==> src/rtl/imem_responder.sv <==
// Instruction-memory responder: accepts one fetch at a time, waits WAIT_STATES
// cycles, then presents a registered response that is held until acknowledged.
// Misaligned or out-of-range fetches return FAULT_INSTR with RspFault set.
// Optional feature: define IMEM_WRITE_EN to make the memory writable through
// the WrEn/WrAddr/WrData program-load port; otherwise it is a build-time ROM.
module imem_responder #(
  parameter int unsigned DEPTH_WORDS = 1024,
  parameter int unsigned WAIT_STATES = 1,
  parameter logic [31:0] FAULT_INSTR = 32'h00000013
) (
  input  logic        clk,
  input  logic        rst,
  input  logic        ReqF,
  input  logic [31:0] AddrF,
  output logic        ReadyF,
  input  logic        Flush,
  output logic        RspValid,
  output logic [31:0] RspData,
  output logic [31:0] RspAddr,
  output logic        RspFault,
  input  logic        RspAck,
  input  logic        WrEn,
  input  logic [31:0] WrAddr,
  input  logic [31:0] WrData
);

  localparam int unsigned IdxW    = (DEPTH_WORDS > 1) ? $clog2(DEPTH_WORDS) : 1;
  localparam bit          NoWait  = (WAIT_STATES == 0);
  localparam logic [2:0]  CntLoad = NoWait ? 3'd0 : 3'(WAIT_STATES - 1);

  typedef enum logic [1:0] {StIdle, StWait, StResp} state_e;

  state_e      state_q, state_d;
  logic [2:0]  cnt_q;
  logic [31:0] addr_q;
  logic [31:0] rsp_data_q;
  logic [31:0] rsp_addr_q;
  logic        rsp_fault_q;

  logic            hs;
  logic            enter_resp;
  logic [31:0]     fetch_addr;
  logic [IdxW-1:0] fetch_idx;
  logic            fetch_fault;
  logic [31:0]     rd_word;

  // Word index is AddrF[31:2]; upper bits never wrap, they only fail the range check.
  function automatic logic addr_fault(input logic [31:0] a);
    return (a[1:0] != 2'b00) || ({2'b00, a[31:2]} >= DEPTH_WORDS);
  endfunction

  // Build-time program image: word i holds "addi x1, x0, 5+i".
  function automatic logic [31:0] rom_word(input logic [IdxW-1:0] idx);
    return 32'h00500093 + (32'(idx) << 20);
  endfunction

  // With zero wait states the fetch is served from AddrF on the handshake edge;
  // otherwise it comes from the address captured at the handshake.
  assign fetch_addr  = (state_q == StWait) ? addr_q : AddrF;
  assign fetch_idx   = fetch_addr[IdxW+1:2];
  assign fetch_fault = addr_fault(fetch_addr);
  assign hs          = ReqF && ReadyF;
  assign enter_resp  = ((state_q == StWait) && (cnt_q == 3'd0) && !Flush) || (NoWait && hs);

`ifdef IMEM_WRITE_EN
  logic [31:0] mem_q [DEPTH_WORDS];
  logic        wr_ok;

  assign wr_ok = WrEn && (WrAddr[1:0] == 2'b00) && ({2'b00, WrAddr[31:2]} < DEPTH_WORDS);

  // Program-load write; reset blocks the write but never clears the contents.
  always_ff @(posedge clk) begin
    if (!rst && wr_ok) begin
      mem_q[WrAddr[IdxW+1:2]] <= WrData;
    end
  end

  // Read-before-write: a write on the RESP entry edge is not seen by this fetch.
  assign rd_word = mem_q[fetch_idx];
`else
  logic unused_wr;

  assign rd_word   = rom_word(fetch_idx);
  assign unused_wr = ^{WrEn, WrAddr, WrData};
`endif

  // FSM state register.
  always_ff @(posedge clk) begin
    if (rst) begin
      state_q <= StIdle;
    end else begin
      state_q <= state_d;
    end
  end

  // FSM next state; Flush overrides everything except reset.
  always_comb begin
    state_d = state_q;
    if (Flush) begin
      state_d = StIdle;
    end else begin
      unique case (state_q)
        StIdle: begin
          if (hs) begin
            state_d = NoWait ? StResp : StWait;
          end
        end
        StWait: begin
          if (cnt_q == 3'd0) begin
            state_d = StResp;
          end
        end
        StResp: begin
          if (RspAck) begin
            if (hs) begin
              state_d = NoWait ? StResp : StWait;
            end else begin
              state_d = StIdle;
            end
          end
        end
        default: state_d = StIdle;
      endcase
    end
  end

  // FSM outputs: acceptance is combinational so back-to-back fetches need no bubble.
  always_comb begin
    ReadyF   = 1'b0;
    RspValid = 1'b0;
    unique case (state_q)
      StIdle:  ReadyF = !Flush;
      StWait:  ReadyF = 1'b0;
      StResp: begin
        ReadyF   = RspAck && !Flush;
        RspValid = 1'b1;
      end
      default: ReadyF = 1'b0;
    endcase
  end

  // Wait-state counter and request address capture.
  always_ff @(posedge clk) begin
    if (rst) begin
      cnt_q  <= 3'd0;
      addr_q <= 32'h0;
    end else if (hs) begin
      cnt_q  <= CntLoad;
      addr_q <= AddrF;
    end else if ((state_q == StWait) && (cnt_q != 3'd0)) begin
      cnt_q <= cnt_q - 3'd1;
    end
  end

  // Response registers load only on RESP entry, so they hold until acknowledged.
  always_ff @(posedge clk) begin
    if (rst) begin
      rsp_data_q  <= 32'h0;
      rsp_addr_q  <= 32'h0;
      rsp_fault_q <= 1'b0;
    end else if (enter_resp) begin
      rsp_data_q  <= fetch_fault ? FAULT_INSTR : rd_word;
      rsp_addr_q  <= fetch_addr;
      rsp_fault_q <= fetch_fault;
    end
  end

  assign RspData  = rsp_data_q;
  assign RspAddr  = rsp_addr_q;
  assign RspFault = rsp_fault_q;

endmodule
==> config.mk <==
export PLATFORM = sky130hd
export DESIGN_NAME = imem_responder
export DESIGN_NICKNAME = d
export VERILOG_FILES = /design/src/rtl/imem_responder.sv
export SDC_FILE = /design/constraint.sdc
export NUM_CORES = 1
export LEC_CHECK = 0
export BUFFER_PORTS_ARGS = -buffer_cell sky130_fd_sc_hd__buf_2
export CAP_MARGIN = 30
export CELL_PAD_IN_SITES_DETAIL_PLACEMENT = 0
export CELL_PAD_IN_SITES_GLOBAL_PLACEMENT = 1
export CORE_AREA = 2 2 108 110
export CTS_BUF_LIST = sky130_fd_sc_hd__clkbuf_16
export DETAILED_ROUTE_END_ITERATION = 8
export DIE_AREA = 0 0 110 112
export MAX_ROUTING_LAYER = met4
export PLACE_DENSITY = 0.77
export SLEW_MARGIN = 20
export SYNTH_ARGS = -nofsm -noshare
export SYNTH_HDL_FRONTEND = slang
export SYNTH_SLANG_ARGS = --single-unit
export TNS_END_PERCENT = 50
==> constraint.sdc <==
create_clock -name clk -period 3.03 [get_ports clk]
set_input_delay 0.4545 -clock clk [delete_from_list [all_inputs] [get_ports clk]]
set_output_delay 0.4545 -clock clk [all_outputs]
set_load 0.02 [all_outputs]
==> metrics.sh <==
TIMING.CRITICAL_PATH.REQUIRED_NS=3.28
FILLER_CELL_COUNT=1162
WL_PER_CELL_UM=13.37
PORT_BUFFERS=86
WORSTREGTOREGCELLS=6
REGTOREGENDPOINT='RspData[29]'
GRTUSAGETOTAL=0.1513
SETUP.WORST_PATH.START='state_q[1]'
FINALWORSTSETUPSLACK_NS=0.7824
YS_TYPES=39
CLOCK_SINK_COUNT=83
ROOT_BUFFER='sky130_fd_sc_hd__clkbuf_16'
CTS-BUFFERS-INSERTED=9
HOLD_VIOL=0
DRC=0
VDD_IR_DROP_MAX_mV=0.2179
REGAREA_UM2=1662
CTS.REPORTEDPATHS.CLKPINSLEW_NS=0.06
DETAILEDPLACEMENTHPWL_MM=6.204
CLK_LATENCY_NS=0.33
CLOCK.FMAX_MHz=444.9
CRIT_PATH_CELL_TRACE='nand2b_1 -> buf_4 -> or3_1 -> nor3_4 -> nand2b_2 -> o31ai_2'
ANTENNA_VIOLATING_NETS_POST_ROUTE=0
PERIOD_MINUS_SLACK_NS=2.248
R2R_START='state_q[1]'
SYNTH_TOP_AREA_CELL='sky130_fd_sc_hd__dfxtp_1'
WORST_SETUP_PATH_CATEGORY='register to register'
POSTCTSRESIZEDCELLS=0
LAYOUT-DRIVE-GT1-SHARE=0.2293
FIN_SKEW_NS=0.005634
BOUNDARYPINS=169
SYNTH_AREA_UM2=3500
HOLD_CLASS='primary input to register'
FINAL-SETUP-VIOL-COUNT=0
POWER-PER-CELL-AREA_nW_PER_UM2=594.9
CRITICAL-PATH-SLOWEST-CELL='sky130_fd_sc_hd__nor3_4'
FP.DIEAREA_UM2=12320
PLACER_CONGESTION=0.7439
SYNTH-WARNING-COUNT=0
CRITPATHMAXFANOUT=14
TRITONCTS='done'
HTREE_LEVELS=3
HOLD_PATH_DEPTH=3
INITIAL_UTIL=0.3132
VIA_COUNT=3107
P_COMB_FRAC=0.076
FLOORPLAN.ROWS=39
YOSYS.AREA.TOP_TYPE_SHARE=0.4748
DIE-HEIGHT_UM=112
CRIT_PATH_END_KIND='register'
FIRST_GLOBAL_VIAS=2870
AREAGROWTHSYNTHTOFINISH_PCT=23.38
RUN_STATUS='complete, no violations'
POSTSYNTHCELLCOUNT=439
SLEW_HEADROOM=0.5222
POST-PLACE-WS_NS=0.7864
SWITCHING_SHARE=0.2268
SEQUENTIALPOWERSHARE=0.441
WIDTH_OF_THE_DIE_UM=110
AVGSYNTHCELLAREA_UM2=7.972
TOTAL_POWER_W=0.002569
P_INT_W=0.001986
SYNTH.FF_LATCH_COUNT=83
YS_TOP_CELLS_BY_AREA='sky130_fd_sc_hd__dfxtp_1, sky130_fd_sc_hd__nand2_1, sky130_fd_sc_hd__a21oi_1, sky130_fd_sc_hd__buf_4, sky130_fd_sc_hd__mux2i_1'
GRT_SETUP_UNREPAIRED='no'
HP-START='AddrF[18]'
CLK_PATH_BUF_DEPTH=2
LEAKAGE_nW=1.831
CTS-HOLD-FIX-BUFFERS=0
WORST_PIN_SLEW_NS=0.7167
DRTITER0DRC=102
DRV_CAP=0
RATIO_OF_FINAL_MINIMUM_PERIOD_TO_CLOCK_PERIOD=0.7418
FIN_NETS=620
REGISTER_TO_REGISTER_SETUP_SLACK_NS=0.78
CTS_POST_SETUP_BUFFERS_INSERTED=0
VIASPERCELL=4.693
SEQUENTIAL_FRACTION_OF_THE_SYNTHESIS_AREA=0.4748
NUMBER_OF_ITERATIONS_IN_THE_FIRST_DETAILED_ROUTING_PASS=4
DRT_WL_TOTAL_MM=8.849
GRT_ANTENNA_BEFORE_REPAIR=0
CRITICAL-PATH-MAX-STAGE-DELAY_NS=0.53
ANTENNA_CELLS=0
CP.ARRIVAL_NS=2.50
FOOTPRINT_OF_THE_MULTI_INPUT_GATES_UM2=1627
FINALHOLDWORSTSLACK_NS=0.3565
GRT_START_MAX_NET_PINS=41
FP.COREAREA_UM2=11170
START_KIND='register'
NET-SWITCHING-POWER_W=0.0005825
SETUP_TNS_NS=0
GRT_FIRST_PASS_WIRELENGTH_MM=14.04
WHS_ENDPOINT='addr_q[18]'
GRT_REMAINING_OVERFLOW=0
POWER.CLOCK.FRACTION=0.483
DRV_SLEW=0
## flip-flops by register name, summed over array words and instances (netlist names)
| signal | count |
|---|---|
| RspAddr | 32 |
| addr_q | 32 |
| RspData | 13 |
| cnt_q | 3 |
| state_q | 2 |
| RspFault | 1 |
## cell type report
cell class | instances | area share
inverters | 5 | 0.004347
repair buffers | 94 | 0.1136
clock inverters | 7 | 0.02695
clock buffers | 9 | 0.05216
well taps | 143 | 0.04144
multi-input cells | 321 | 0.3767
flip-flops and latches | 83 | 0.3848
## metrics by stage
| step | instances | area, um^2 | utilization |
|---|---|---|---|
| after floorplan | 455 | 3560 | - |
| after global placement | 646 | 3976 | 0.3558 |
| after detailed placement | 646 | 3976 | 0.3558 |
| after CTS | 662 | 4318 | 0.3864 |
| after global routing | 662 | 4318 | 0.3864 |
| final | 662 | 4318 | 0.3864 |
## per-layer routing
metal	share of wire	GRT usage	routed length [um]
met1	0.46	0.1893	4105
met5	0	-	0
met2	0.47	0.2360	4175
met4	0.011	0.05232	97
met3	0.053	0.03747	471
## cell families after synthesis
| family | Yosys count | synth area share |
|---|---|---|
| buffers and inverters | 51 | 0.07937 |
| XOR/XNOR | 4 | 0.01001 |
| flip-flops | 83 | 0.4748 |
| other | 1 | 0.001072 |
| AND/OR/NAND/NOR | 191 | 0.2335 |
| AO/OA/AOI/OAI | 90 | 0.1423 |
| multiplexers | 15 | 0.04469 |
| adder cells (fa/ha/maj) | 4 | 0.01430 |
## cell usage after synthesis
cell	n
sky130_fd_sc_hd__and2_1	2
sky130_fd_sc_hd__ha_1	4
sky130_fd_sc_hd__o32a_1	1
sky130_fd_sc_hd__nor3_4	1
sky130_fd_sc_hd__nor2_1	20
sky130_fd_sc_hd__a22oi_1	3
sky130_fd_sc_hd__buf_4	19
sky130_fd_sc_hd__nand2b_1	2
sky130_fd_sc_hd__inv_1	5
sky130_fd_sc_hd__nand4_1	3
sky130_fd_sc_hd__o21ai_0	1
sky130_fd_sc_hd__o21ai_1	4
sky130_fd_sc_hd__o21a_1	2
sky130_fd_sc_hd__nand3_1	2
sky130_fd_sc_hd__nor3_1	8
sky130_fd_sc_hd__clkbuf_1	20
sky130_fd_sc_hd__or2_2	1
sky130_fd_sc_hd__nand2_1	135
sky130_fd_sc_hd__xnor2_1	3
sky130_fd_sc_hd__a211oi_1	4
sky130_fd_sc_hd__a31oi_1	1
sky130_fd_sc_hd__nor4_1	5
sky130_fd_sc_hd__xor2_1	1
sky130_fd_sc_hd__mux2i_1	10
sky130_fd_sc_hd__o211ai_1	3
sky130_fd_sc_hd__buf_6	1
sky130_fd_sc_hd__and3_1	2
sky130_fd_sc_hd__or3_1	1
sky130_fd_sc_hd__mux2_2	5
sky130_fd_sc_hd__o31ai_2	1
sky130_fd_sc_hd__buf_2	6
sky130_fd_sc_hd__nor3_2	1
sky130_fd_sc_hd__conb_1	1
sky130_fd_sc_hd__a2111oi_0	1
sky130_fd_sc_hd__dfxtp_1	83
sky130_fd_sc_hd__nor2b_1	2
sky130_fd_sc_hd__nand2b_2	1
sky130_fd_sc_hd__nand3b_1	5
sky130_fd_sc_hd__a21oi_1	69
## cells in the final DEF, fill, tap and decap left out, types with 2 or more instances in the layout
cell type                   instances
sky130_fd_sc_hd__nand2_1          135
sky130_fd_sc_hd__buf_2             86
sky130_fd_sc_hd__dfxtp_1           83
sky130_fd_sc_hd__a21oi_1           69
sky130_fd_sc_hd__nor2_1            20
sky130_fd_sc_hd__conb_1            17
sky130_fd_sc_hd__mux2i_1           10
sky130_fd_sc_hd__clkbuf_16          9
sky130_fd_sc_hd__nor3_1             8
sky130_fd_sc_hd__buf_4              8
sky130_fd_sc_hd__inv_1              6
sky130_fd_sc_hd__mux2_2             5
sky130_fd_sc_hd__nor4_1             5
sky130_fd_sc_hd__nand3b_1           5
sky130_fd_sc_hd__a211oi_1           4
sky130_fd_sc_hd__o21ai_1            4
sky130_fd_sc_hd__ha_1               4
sky130_fd_sc_hd__nand4_1            3
sky130_fd_sc_hd__xnor2_1            3
sky130_fd_sc_hd__o211ai_1           3
sky130_fd_sc_hd__a22oi_1            3
sky130_fd_sc_hd__bufinv_16          3
sky130_fd_sc_hd__nand2b_1           2
sky130_fd_sc_hd__nor2b_1            2
sky130_fd_sc_hd__and2_1             2
sky130_fd_sc_hd__nor3_4             2
sky130_fd_sc_hd__and3_1             2
sky130_fd_sc_hd__nand3_1            2
sky130_fd_sc_hd__o21a_1             2
## worst max-delay path: cells and delay by family (launching register included)
kind	cells	cell delay, ns
buffers and inverters	1	0.26
AND/OR/NAND/NOR	4	1.39
AO/OA/AOI/OAI	1	0.19
flip-flops	1	0.33
## how the worst max path moves through the flow
| stage | endpoint | slack (ns) | depth (start not counted) |
|---|---|---|---|
| after floorplan | RspData[24] | 0.88 | 11 |
| after global placement | RspData[29] | 0.80 | 6 |
| after detailed placement | RspData[29] | 0.79 | 6 |
| after CTS | RspData[24] | 0.76 | 9 |
| after global routing | RspData[24] | 0.57 | 9 |
| final | RspData[29] | 0.78 | 6 |
## power groups by stage
stage | registers (W) | logic [W] | clock network (W)
final | 0.00113 | 0.000194 | 0.00124
after global routing | 0.00114 | 0.000218 | 0.00131
after CTS | 0.00113 | 0.000196 | 0.00127
after detailed placement | 0.00116 | 0.000195 | 0
after global placement | 0.00116 | 0.000194 | 0
after floorplan | 0.00116 | 0.000146 | 0
No activity file was read; power rests on OpenSTA's default activity.
